## config.mk

```make
export PLATFORM = sky130hd
export DESIGN_NAME = fpu_in2_gt_in1_iter_flat
export DESIGN_NICKNAME = d
export VERILOG_FILES = /design/src/rtl/fpu_in2_gt_in1_iter_if.sv /design/src/rtl/fpu_in2_gt_in1_iter.sv /design/src/flat_wrapper.sv
export SDC_FILE = /design/constraint.sdc
export NUM_CORES = 1
export LEC_CHECK = 0
export BUFFER_PORTS_ARGS = -buffer_cell sky130_fd_sc_hd__buf_2
export CORE_UTILIZATION = 35
export CTS_CLUSTER_DIAMETER = 30
export DETAILED_ROUTE_END_ITERATION = 12
export RECOVER_POWER = 25
export SYNTH_ARGS = -nofsm -noshare
export SYNTH_HDL_FRONTEND = slang
export SYNTH_SLANG_ARGS = --single-unit
```

## constraint.sdc

```tcl
create_clock -name rclk -period 10.5 [get_ports rclk]
set_input_delay 2.625 -clock rclk [delete_from_list [all_inputs] [get_ports rclk]]
set_output_delay 2.625 -clock rclk [all_outputs]
set_load 0.1 [all_outputs]
```

## src/rtl/fpu_in2_gt_in1_iter_if.sv

```systemverilog
// Handshake and operand/result bundle for the iterative magnitude comparator.
// The master drives operands and result acceptance; the slave (comparator) answers.
interface fpu_in2_gt_in1_iter_if #(
    parameter int WIDTH = 64
);
    logic             in_vld;
    logic             in_rdy;
    logic [WIDTH-1:0] din1;
    logic [WIDTH-1:0] din2;
    logic             sgn_mode;
    logic             out_vld;
    logic             out_rdy;
    logic             din2_neq_din1;
    logic             din2_gt_din1;

    modport master (
        output in_vld, din1, din2, sgn_mode, out_rdy,
        input  in_rdy, out_vld, din2_neq_din1, din2_gt_din1
    );

    modport slave (
        input  in_vld, din1, din2, sgn_mode, out_rdy,
        output in_rdy, out_vld, din2_neq_din1, din2_gt_din1
    );
endinterface

```

## src/rtl/fpu_in2_gt_in1_iter.sv

```systemverilog
// Iterative din2-vs-din1 comparator: walks CHUNK-bit slices from the MSB end,
// stopping at the first differing slice, with a valid/ready result handshake.
module fpu_in2_gt_in1_iter #(
    parameter int WIDTH = 64,
    parameter int CHUNK = 4
) (
    input logic                   rclk,
    input logic                   reset,
    fpu_in2_gt_in1_iter_if.slave  bus
);
    localparam int NCHUNK = (WIDTH + CHUNK - 1) / CHUNK;
    localparam int PW     = NCHUNK * CHUNK;
    localparam int IW     = (NCHUNK > 1) ? $clog2(NCHUNK) : 1;

    typedef enum logic [1:0] {IDLE, CMP, DONE} state_t;

    state_t          state_q;
    logic [IW-1:0]   idx_q;
    logic            in_rdy_q;
    logic            out_vld_q;
    logic            neq_q;
    logic            gt_q;
    logic [PW-1:0]   a_q, b_q;
    logic [PW-1:0]   a_d, b_d;
    logic [CHUNK-1:0] s1, s2;

    // Flipping the top bit after extension maps two's-complement order onto
    // unsigned order, so every slice can then be compared as unsigned.
    function automatic logic [PW-1:0] pad_op(input logic [WIDTH-1:0] v, input logic sgn);
        logic [PW-1:0] r;
        r            = {PW{sgn & v[WIDTH-1]}};
        r[WIDTH-1:0] = v;
        r[PW-1]      = r[PW-1] ^ sgn;
        return r;
    endfunction

    always_comb begin
        a_d = pad_op(bus.din1, bus.sgn_mode);
        b_d = pad_op(bus.din2, bus.sgn_mode);
        s1  = a_q[PW-1 -: CHUNK];
        s2  = b_q[PW-1 -: CHUNK];
    end

    // Operands shift left on each equal slice so the slice under test is always the top one.
    always_ff @(posedge rclk) begin
        if (reset) begin
            state_q   <= IDLE;
            idx_q     <= '0;
            in_rdy_q  <= 1'b1;
            out_vld_q <= 1'b0;
            neq_q     <= 1'b0;
            gt_q      <= 1'b0;
        end else begin
            case (state_q)
                IDLE: begin
                    if (bus.in_vld) begin
                        a_q      <= a_d;
                        b_q      <= b_d;
                        idx_q    <= IW'(NCHUNK - 1);
                        in_rdy_q <= 1'b0;
                        state_q  <= CMP;
                    end
                end
                CMP: begin
                    if (s1 != s2) begin
                        neq_q     <= 1'b1;
                        gt_q      <= (s2 > s1);
                        out_vld_q <= 1'b1;
                        state_q   <= DONE;
                    end else if (idx_q != '0) begin
                        idx_q <= idx_q - 1'b1;
                        a_q   <= a_q << CHUNK;
                        b_q   <= b_q << CHUNK;
                    end else begin
                        neq_q     <= 1'b0;
                        gt_q      <= 1'b0;
                        out_vld_q <= 1'b1;
                        state_q   <= DONE;
                    end
                end
                DONE: begin
                    if (bus.out_rdy) begin
                        out_vld_q <= 1'b0;
                        neq_q     <= 1'b0;
                        gt_q      <= 1'b0;
                        in_rdy_q  <= 1'b1;
                        state_q   <= IDLE;
                    end
                end
                default: begin
                    state_q   <= IDLE;
                    in_rdy_q  <= 1'b1;
                    out_vld_q <= 1'b0;
                end
            endcase
        end
    end

    assign bus.in_rdy        = in_rdy_q;
    assign bus.out_vld       = out_vld_q;
    assign bus.din2_neq_din1 = neq_q;
    assign bus.din2_gt_din1  = gt_q;
endmodule

```

## src/flat_wrapper.sv

```systemverilog
// flat-port wrapper written by rule: the top's interface ports become plain ports
module fpu_in2_gt_in1_iter_flat 
#(
    parameter int WIDTH = 64,
    parameter int CHUNK = 4
)
  (rclk, reset, bus_in_vld, bus_din1, bus_din2, bus_sgn_mode, bus_out_rdy, bus_in_rdy, bus_out_vld, bus_din2_neq_din1, bus_din2_gt_din1);
  fpu_in2_gt_in1_iter_if #(.WIDTH(WIDTH)) bus_i ();
  input logic rclk;
  input logic reset;
  input wire logic [$bits(bus_i.in_vld)-1:0] bus_in_vld;
  input wire logic [$bits(bus_i.din1)-1:0] bus_din1;
  input wire logic [$bits(bus_i.din2)-1:0] bus_din2;
  input wire logic [$bits(bus_i.sgn_mode)-1:0] bus_sgn_mode;
  input wire logic [$bits(bus_i.out_rdy)-1:0] bus_out_rdy;
  output wire logic [$bits(bus_i.in_rdy)-1:0] bus_in_rdy;
  output wire logic [$bits(bus_i.out_vld)-1:0] bus_out_vld;
  output wire logic [$bits(bus_i.din2_neq_din1)-1:0] bus_din2_neq_din1;
  output wire logic [$bits(bus_i.din2_gt_din1)-1:0] bus_din2_gt_din1;
  assign bus_i.in_vld = bus_in_vld;
  assign bus_i.din1 = bus_din1;
  assign bus_i.din2 = bus_din2;
  assign bus_i.sgn_mode = bus_sgn_mode;
  assign bus_i.out_rdy = bus_out_rdy;
  assign bus_in_rdy = bus_i.in_rdy;
  assign bus_out_vld = bus_i.out_vld;
  assign bus_din2_neq_din1 = bus_i.din2_neq_din1;
  assign bus_din2_gt_din1 = bus_i.din2_gt_din1;
  fpu_in2_gt_in1_iter #(.WIDTH(WIDTH), .CHUNK(CHUNK)) u_core (.rclk(rclk), .reset(reset), .bus(bus_i));
endmodule
```

==> results of run 1 <==
==> layer usage <==
metal,vias up,GRT usage [%],routed length (um)
met5,-,0,31
met2,107,20.1,4880
met4,4,5.56,174
met1,1612,15.3,4690
li1,1636,-,-
met3,22,6.21,858
==> through the flow <==
step | total power, W | area (sq um) | utilization (%) | hold WS, ns | instances
detailed placement | 0.00162 | 6930 | 41.6 | 0.452 | 694
global placement | 0.00159 | 6930 | 41.6 | 0.446 | 694
floorplan | 0.00150 | 6000 | - | 0.460 | 351
global route | 0.00232 | 7460 | 44.8 | 0.494 | 726
CTS | 0.00219 | 7490 | 45.0 | 0.460 | 726
finish | 0.00219 | 7460 | 44.8 | 0.455 | 726
==> layout make-up <==
type / count / share of cell area (%)
clock buffers: 26 / 7.11
clock inverters: 6 / 0.436
inverters: 11 / 0.553
well taps: 220 / 3.69
flip-flops and latches: 138 / 54.2
multi-input cells: 186 / 24.8
repair buffers: 139 / 9.25
==> kinds of logic (layout without fill, tap and decap cells) <==
family	after synthesis	after routing	synth area share [%]
AOI/OAI and AO/OA	20	20	2.50
muxes	119	119	22.3
buffers and inverters	27	182	1.94
DFF	138	138	67.4
and+or+nand+nor	36	36	3.71
xor gates and xnor gates	2	2	0.292
adders and majority gates	9	9	1.88
==> worst min path at each step <==
stage | end | depth (start not counted) | startpoint
finish | u_core.bus.din2_gt_din1 | 2 | u_core.bus.din2_gt_din1
global route | u_core.bus.din2_gt_din1 | 2 | u_core.bus.din2_gt_din1
global placement | u_core.bus.in_rdy | 1 | u_core.bus.in_rdy
detailed placement | u_core.bus.din2_gt_din1 | 2 | u_core.bus.din2_gt_din1
floorplan | u_core.idx_q[0] | 2 | u_core.idx_q[0]
CTS | u_core.bus.din2_gt_din1 | 2 | u_core.bus.din2_gt_din1
==> worst register-to-register path, delay by kind of cell (launching register included) <==
kind / cells / cell delay (ns)
fa+ha+maj: 1 / 1.79
buf+inv: 2 / 3.17
flops: 1 / 0.34
mux: 1 / 0.57
==> power by group <==
| group | switching, W | total (W) | internal [W] | leakage, nW |
|---|---|---|---|---|
| clock | 0.000216 | 0.000563 | 0.000346 | 0.286 |
| combinational | 0.000365 | 0.000689 | 0.000324 | 1.21 |
| sequential | 0.0000465 | 0.000933 | 0.000887 | 1.27 |
==> sequential cells by signal (all words and copies together) (netlist names) <==
name / flops
u_core.bus.din2_neq_din1: 1
u_core.state_q: 2
u_core.bus.din2_gt_din1: 1
u_core.bus.out_vld: 1
u_core.a_q: 64
u_core.b_q: 64
u_core.bus.in_rdy: 1
u_core.idx_q: 4
==> synth_stat cells, drive strengths merged, types with 2 or more instances <==
master and n:
a211oi 2, inv 11, nor3 6, nor2 5, a21o 2, clkbuf 4
mux2 118, buf 12, ha 9, edfxtp 128, nand2 6, xnor2 2
o21ai 2, or3b 2, a21oi 6, dfxtp 10, a211o 2, nor2b 10
==> reports/results.txt, run 1 <==
For the number of global-route vias before repair, the log shows 3670. The first global-routing pass estimated 17700 um of wire. The tools report the leakage power as 2.77 nW. Power spread over the standard cell area amounts to 293 nW/um^2. The part of the cycle the worst path needs works out to 58.2%. For the final routed database, the setup TNS stands at 0 ns. Once the floorplan was initialized, standard cells occupied 36.1% of the core. The tools report the type of origin of the critical path as a flop. The tools report the final worst setup slack as 4.39 ns.

The tools report the total count of hold-check failures in the final report as 0. The end point of the critical path was u_core.b_q[10]. The post-detailed-route via-to-cell ratio came out at 4.66. The root buffer selected by CTS is sky130_fd_sc_hd__clkbuf_16. After floorplanning, the core was divided into 47 placement rows. Routed length per placed instance: 14.7 um. sky130_fd_sc_hd__edfxtp_1 takes more of the synthesized area than any other cell. The latest clock arrival within the worst-skew pair came out at 0.41 ns.

The worst register-to-register path has a setup slack of 4.39 ns. Walking the worst path, the cells encountered are inv_1 > ha_1 > clkbuf_1 > mux2_2. For this design, the CTS-stage hold fixing added 0 buffers. Largest delay contributor family on the critical path: buffers and inverters. The clock transition at the registers of the reported paths was 0.06 ns; the final weighted congestion in routability-driven placement was 0.734. The post-synthesis net count was 493; the number of buffers between clock root and the deepest sink was 2. The cell count after synthesis came out at 351.

The library cell used most frequently in the layout, excluding fill and tap cells, is sky130_fd_sc_hd__buf_2. Averaged over all synthesized cells, the footprint is 17.1 sq um. The worst-margin pin slew is 4.13 ns, and the number of antenna cells inserted is 0. I/O pin count: 137.

The number of buffers added for setup after CTS was 0. The tools report the startpoint of the worst setup timing path as u_core.state_q[1]. Before CTS, the worst setup slack after placement is 5.17 ns. The depth of the most critical reg-to-reg path is 4, and the number of slew-limit violations in the final report is 141. For the number of antenna violations at the first check in global routing, the log shows 2.

The slowest stage of the critical path is the sky130_fd_sc_hd__clkbuf_1 cell. The critical path in this run is classified as flop to flop. The logs give 7040 um for the detailed-placement wirelength estimate and 0 for the number of gates given a new drive strength after cts. For the number of filler instances in the final layout, the log shows 1495.

After detailed routing, the number of remaining DRC violations is 0. In the layout the commonest cells are 129 x sky130_fd_sc_hd__buf_2, 128 x sky130_fd_sc_hd__edfxtp_1, 117 x sky130_fd_sc_hd__mux2_2, 18 x sky130_fd_sc_hd__clkbuf_16. The number of different library cells used by synthesis comes to 34. The critical path runs through a total of 4 cells. After detailed routing, the total wire length is 10600 um. The layout cell share with drive strength beyond 1 is 56.5%, and the maximum clock skew at final layout is 0.00922 ns. The number of nets still failing antenna checks after routing was 0; the peak ir drop on the vdd network was 0.000190 V.

The primary flip-flop cell chosen by synthesis mapping was sky130_fd_sc_hd__edfxtp_1. Global routing consumed, over all layers together, 13.0% of the routing resources. The total congestion overflow after global routing came out at 0. TritonCTS built the clock tree. In the post-synthesis netlist, the biggest area contributors are sky130_fd_sc_hd__edfxtp_1 64%, sky130_fd_sc_hd__mux2_2 22%, sky130_fd_sc_hd__dfxtp_1 3.3%, sky130_fd_sc_hd__ha_1 1.9%, sky130_fd_sc_hd__nor2b_1 1.0%.

The max-slew headroom at the worst pin was -176%. The worst setup path is captured at a flop. The capturing point of the worst reg2reg path is u_core.b_q[10]. The H-tree was split into 4 levels. The first detailed-routing pass took 4 iterations. The die is 133 um tall. The count of synthesis-stage warnings from yosys came out at 0. In this run, the number of DRC markers left after iteration 0 of detailed routing was 188. The number of I/O port buffers works out to 136.

Setup violations remaining at the end of the flow were counted as 0. The run gives 16600 sq um as the core outline area. The sink count of the clock tree was 138; the largest incremental delay on the critical path was 3.02 ns. The via count is 3381. Across the run, the number of max-cap violations was 2. The run finished, with violations left. The tools report the pin count of the biggest net entering global routing as 82. At the end of the flow, the number of nets in the layout was 635. From left edge to right edge, the die measures 133 um.

For the total clock buffers created by CTS, the log shows 17. Setup repair after global routing left no endpoint under its margin. The tools report the timing-limited maximum frequency as 164 MHz. The die area was 17700 sq um; the share of the yosys chip area belonging to registers was 67.4%. For the finished layout, the period the worst path requires is 6.11 ns. Area occupied by registers: 4040 sq um.

Synthesis inferred 138 register bits. The critical path contains buffers and inverters numbering 2 combined. Yosys mapped a number of flops with a built-in enable equal to 128. The mapped netlist covers 6000 sq um. The worst reg2reg path startpoint is u_core.state_q[1].

The tools report the multi-input logic area as 1850 sq um. The biggest fanout along the worst timing path was 81. Of all flip-flops after synthesis, the portion carrying an async set or reset was 0%. The checks that failed: capacitance limit, slew limit. The min-delay analysis places its worst path in the category flop to flop. At the worst endpoint, the arrival time is 6.27 ns. STA puts the critical path data required time at 10.65 ns. The fraction of post-synthesis cell area in the top cell type by area works out to 64.0%.

Area overhead of the layout relative to synthesis: 24.3%.
No activity file was read; power rests on OpenSTA's default activity.
==> inputs of run 2 (changes only) <==
Clock period 10.5 ns to 5.71 ns, I/O delays scaled along.
==> run 2 against run 1 <==
The flow still finishes with violations (capacitance limit, slew limit). Sequential share of layout area increased by 0.16 points. Clock-buffer cell count increased by 4. Worst hold slack got worse by 0.0022 ns. Largest power group unchanged. Sequential power increased by 84%. Clock power increased by 78%. Fmax increased by 80%. Die area unchanged. Highest routed layer unchanged. First-iteration DRC count decreased by 28%. Setup slack got worse by 2.1 ns. Power increased by 80%. Register-to-register slack got worse by 2.1 ns.
==> reports/results.txt, run 2 (synthesis results as in run 1) <==
For the number of global-route vias before repair, the log shows 3673 (+0.082%). The flow ran to the end, but the final reports show violations. The run gives 0 (unchanged) as the total count of hold-check failures in the final report. The floorplan die width works out to 133 um (unchanged).

The pin count of the biggest net entering global routing was 82 (unchanged). The depth of the CTS H-tree is 4 (unchanged). The core outline area was 16600 sq um (unchanged); the placement-stage worst setup slack was 2.37 ns (-2.80 ns).

The I/O pin count came out at 137 (unchanged). The run gives 2.31 ns (-2.07 ns) as the final worst setup slack. The initial standard-cell utilization of the core came out at 36.1% (unchanged). The first-pass iteration count of the detailed router was 4 (unchanged); the latest clock arrival within the worst-skew pair was 0.41 ns (about the same). For the number of gates given a new drive strength after cts, the log shows 0 (unchanged).

The number of antenna violations at the first check in global routing is 2 (unchanged). Total congestion overflow after global routing: 0 (unchanged). The kind of path behind the tightest hold check was flop to flop. The die span in y came out at 133 um (unchanged). STA classifies the critical path endpoint as a flop. Leakage power: 2.76 nW (-0.58%).

The run gives 0 (unchanged) as the number of buffers added for setup after CTS. Final-report setup violation count: 0 (unchanged). The checks that failed: capacitance limit, slew limit.

The cts-stage hold buffer count is 0 (unchanged), and the final-stage net count is 635 (unchanged). The maximum clock skew at final layout was 0.00718 ns (-0.00204 ns). TritonCTS built the clock tree. Final wirelength: 10700 um (+1.0%).

For the number of slew-limit violations in the final report, the log shows 82 (-42%). The run gives 135 (-28%) as the iteration-0 DRC count of the detailed router. Max-slew headroom at the worst pin: -27.4% (+150 points). For the sink count of the clock tree, the log shows 138 (unchanged). For the detailed-placement wirelength estimate, the log shows 7150 um (+1.6%). The type of origin of the critical path was a flop.

Post-detailed-route via-to-cell ratio: 4.64 (-0.41%). The total clock buffers created by CTS was 17 (unchanged). The part of the cycle the worst path needs was 59.5% (+1.3 points). The total negative slack for setup checks was 0 ns (unchanged). The number of rows created at floorplan is 47 (unchanged). The layout cell share with drive strength beyond 1 is 56.5% (unchanged), and the via count is 3367 (-0.41%). The logs give 294 MHz (+80%) for the timing-limited maximum frequency and 2 (unchanged) for the number of buffers between clock root and the deepest sink. The logs give 726 (unchanged) for the post-route non-filler standard cell count and 0 (unchanged) for the number of antenna cells inserted. The critical path start-end classification was flop to flop. The total routing usage reported by global routing was 13.0% (about the same); the number of max-cap violations was 1 (-1). The library cell used most frequently in the layout, excluding fill and tap cells, is sky130_fd_sc_hd__buf_2. In the final layout, the registers with the most flip-flops are u_core.a_q: 64 flops, u_core.b_q: 64 flops, u_core.idx_q: 4 flops.

The peak ir drop on the vdd network is 0.000300 V (+58%), and the time the final worst path needs with I/O delays and setup is 3.40 ns (-2.72 ns). The run gives 0 (unchanged) as the number of nets still failing antenna checks after routing. The worst endpoint required time was 5.86 ns (-4.79 ns).

The logs give 0 (unchanged) for the number of remaining DRC errors and 17700 sq um (unchanged) for the die area. The power per standard cell area works out to 529 nW/um^2 (+81%). Compared with the post-synthesis result, the final layout area differs by 24.0%. Setup repair after global routing left no endpoint under its margin. The cell total after placement was 694 (unchanged). CTS placed an instance of sky130_fd_sc_hd__clkbuf_16 at the clock tree root. The clock transition at the registers of the reported paths was 0.06 ns (about the same); the number of I/O port buffers was 136 (unchanged). In the layout the commonest cells are 132 x sky130_fd_sc_hd__buf_2, 128 x sky130_fd_sc_hd__edfxtp_1, 118 x sky130_fd_sc_hd__mux2_2, 17 x sky130_fd_sc_hd__clkbuf_16. Final weighted congestion in routability-driven placement: 0.784 (+6.8%). The data arrival time of the worst path was 3.55 ns (-2.72 ns); the wire length of the first global-routing pass was 17500 um (-0.89%). The number of filler instances in the final layout came out at 1521 (+1.7%). The routed length per placed instance came out at 14.8 um (+1.0%). The biggest fanout along the worst timing path works out to 81 (unchanged). The worst-margin pin slew works out to 1.91 ns (-2.22 ns).
==> run 2: worst max-delay path, stage by stage (launching register included) <==
cell and delay (ns):
sky130_fd_sc_hd__dfxtp_1 0.32, sky130_fd_sc_hd__inv_1 0.13, sky130_fd_sc_hd__ha_4 0.63, sky130_fd_sc_hd__clkbuf_2 1.51, sky130_fd_sc_hd__mux2_2 0.47
==> run 2: metrics by stage <==
stage               util [%]  hold slack (ns)  instance area [sq um]  total power, W
CTS                     44.9            0.453                   7470         0.00399
global route            44.7            0.468                   7440         0.00417
finish                  44.7            0.453                   7440         0.00393
global placement        41.6            0.440                   6930         0.00293
detailed placement      41.6            0.445                   6930         0.00297
floorplan                  -            0.460                   6010         0.00271
==> run 2: layer usage <==
metal | global-route usage [%] | part of all wire, %
met1 | 15.1 | 42
met2 | 20.5 | 48
met3 | 6.44 | 8.2
met4 | 4.60 | 1.2
met5 | 0 | 0.15
==> run 2: path summary, 6_finish.rpt <==
check	from	endpoint	slack (ns)	depth (start not counted)
setup reg to reg	u_core.state_q[1]	u_core.b_q[62]	2.31	4
hold reg to reg	u_core.bus.din2_gt_din1	u_core.bus.din2_gt_din1	0.45	2
setup / recovery	u_core.state_q[1]	u_core.b_q[62]	2.31	4
hold / removal	u_core.bus.din2_gt_din1	u_core.bus.din2_gt_din1	0.45	2
==> run 2: layout make-up <==
class	instances	area (sq um)	area share (%)
clock buffers	30	534	7.18
clock inverters	2	10.0	0.135
inverters	11	41.3	0.555
multi-input cells	186	1840	24.7
flip-flops and latches	138	4040	54.3
well taps	220	275	3.70
repair buffers	139	696	9.35
==> run 2: where the power goes <==
part	switching (W)	leakage, nW	total [W]	internal, W
Sequential	0.0000886	1.27	0.00172	0.00163
Clock	0.000378	0.269	0.00100	0.000624
Combinational	0.000662	1.21	0.00121	0.000548
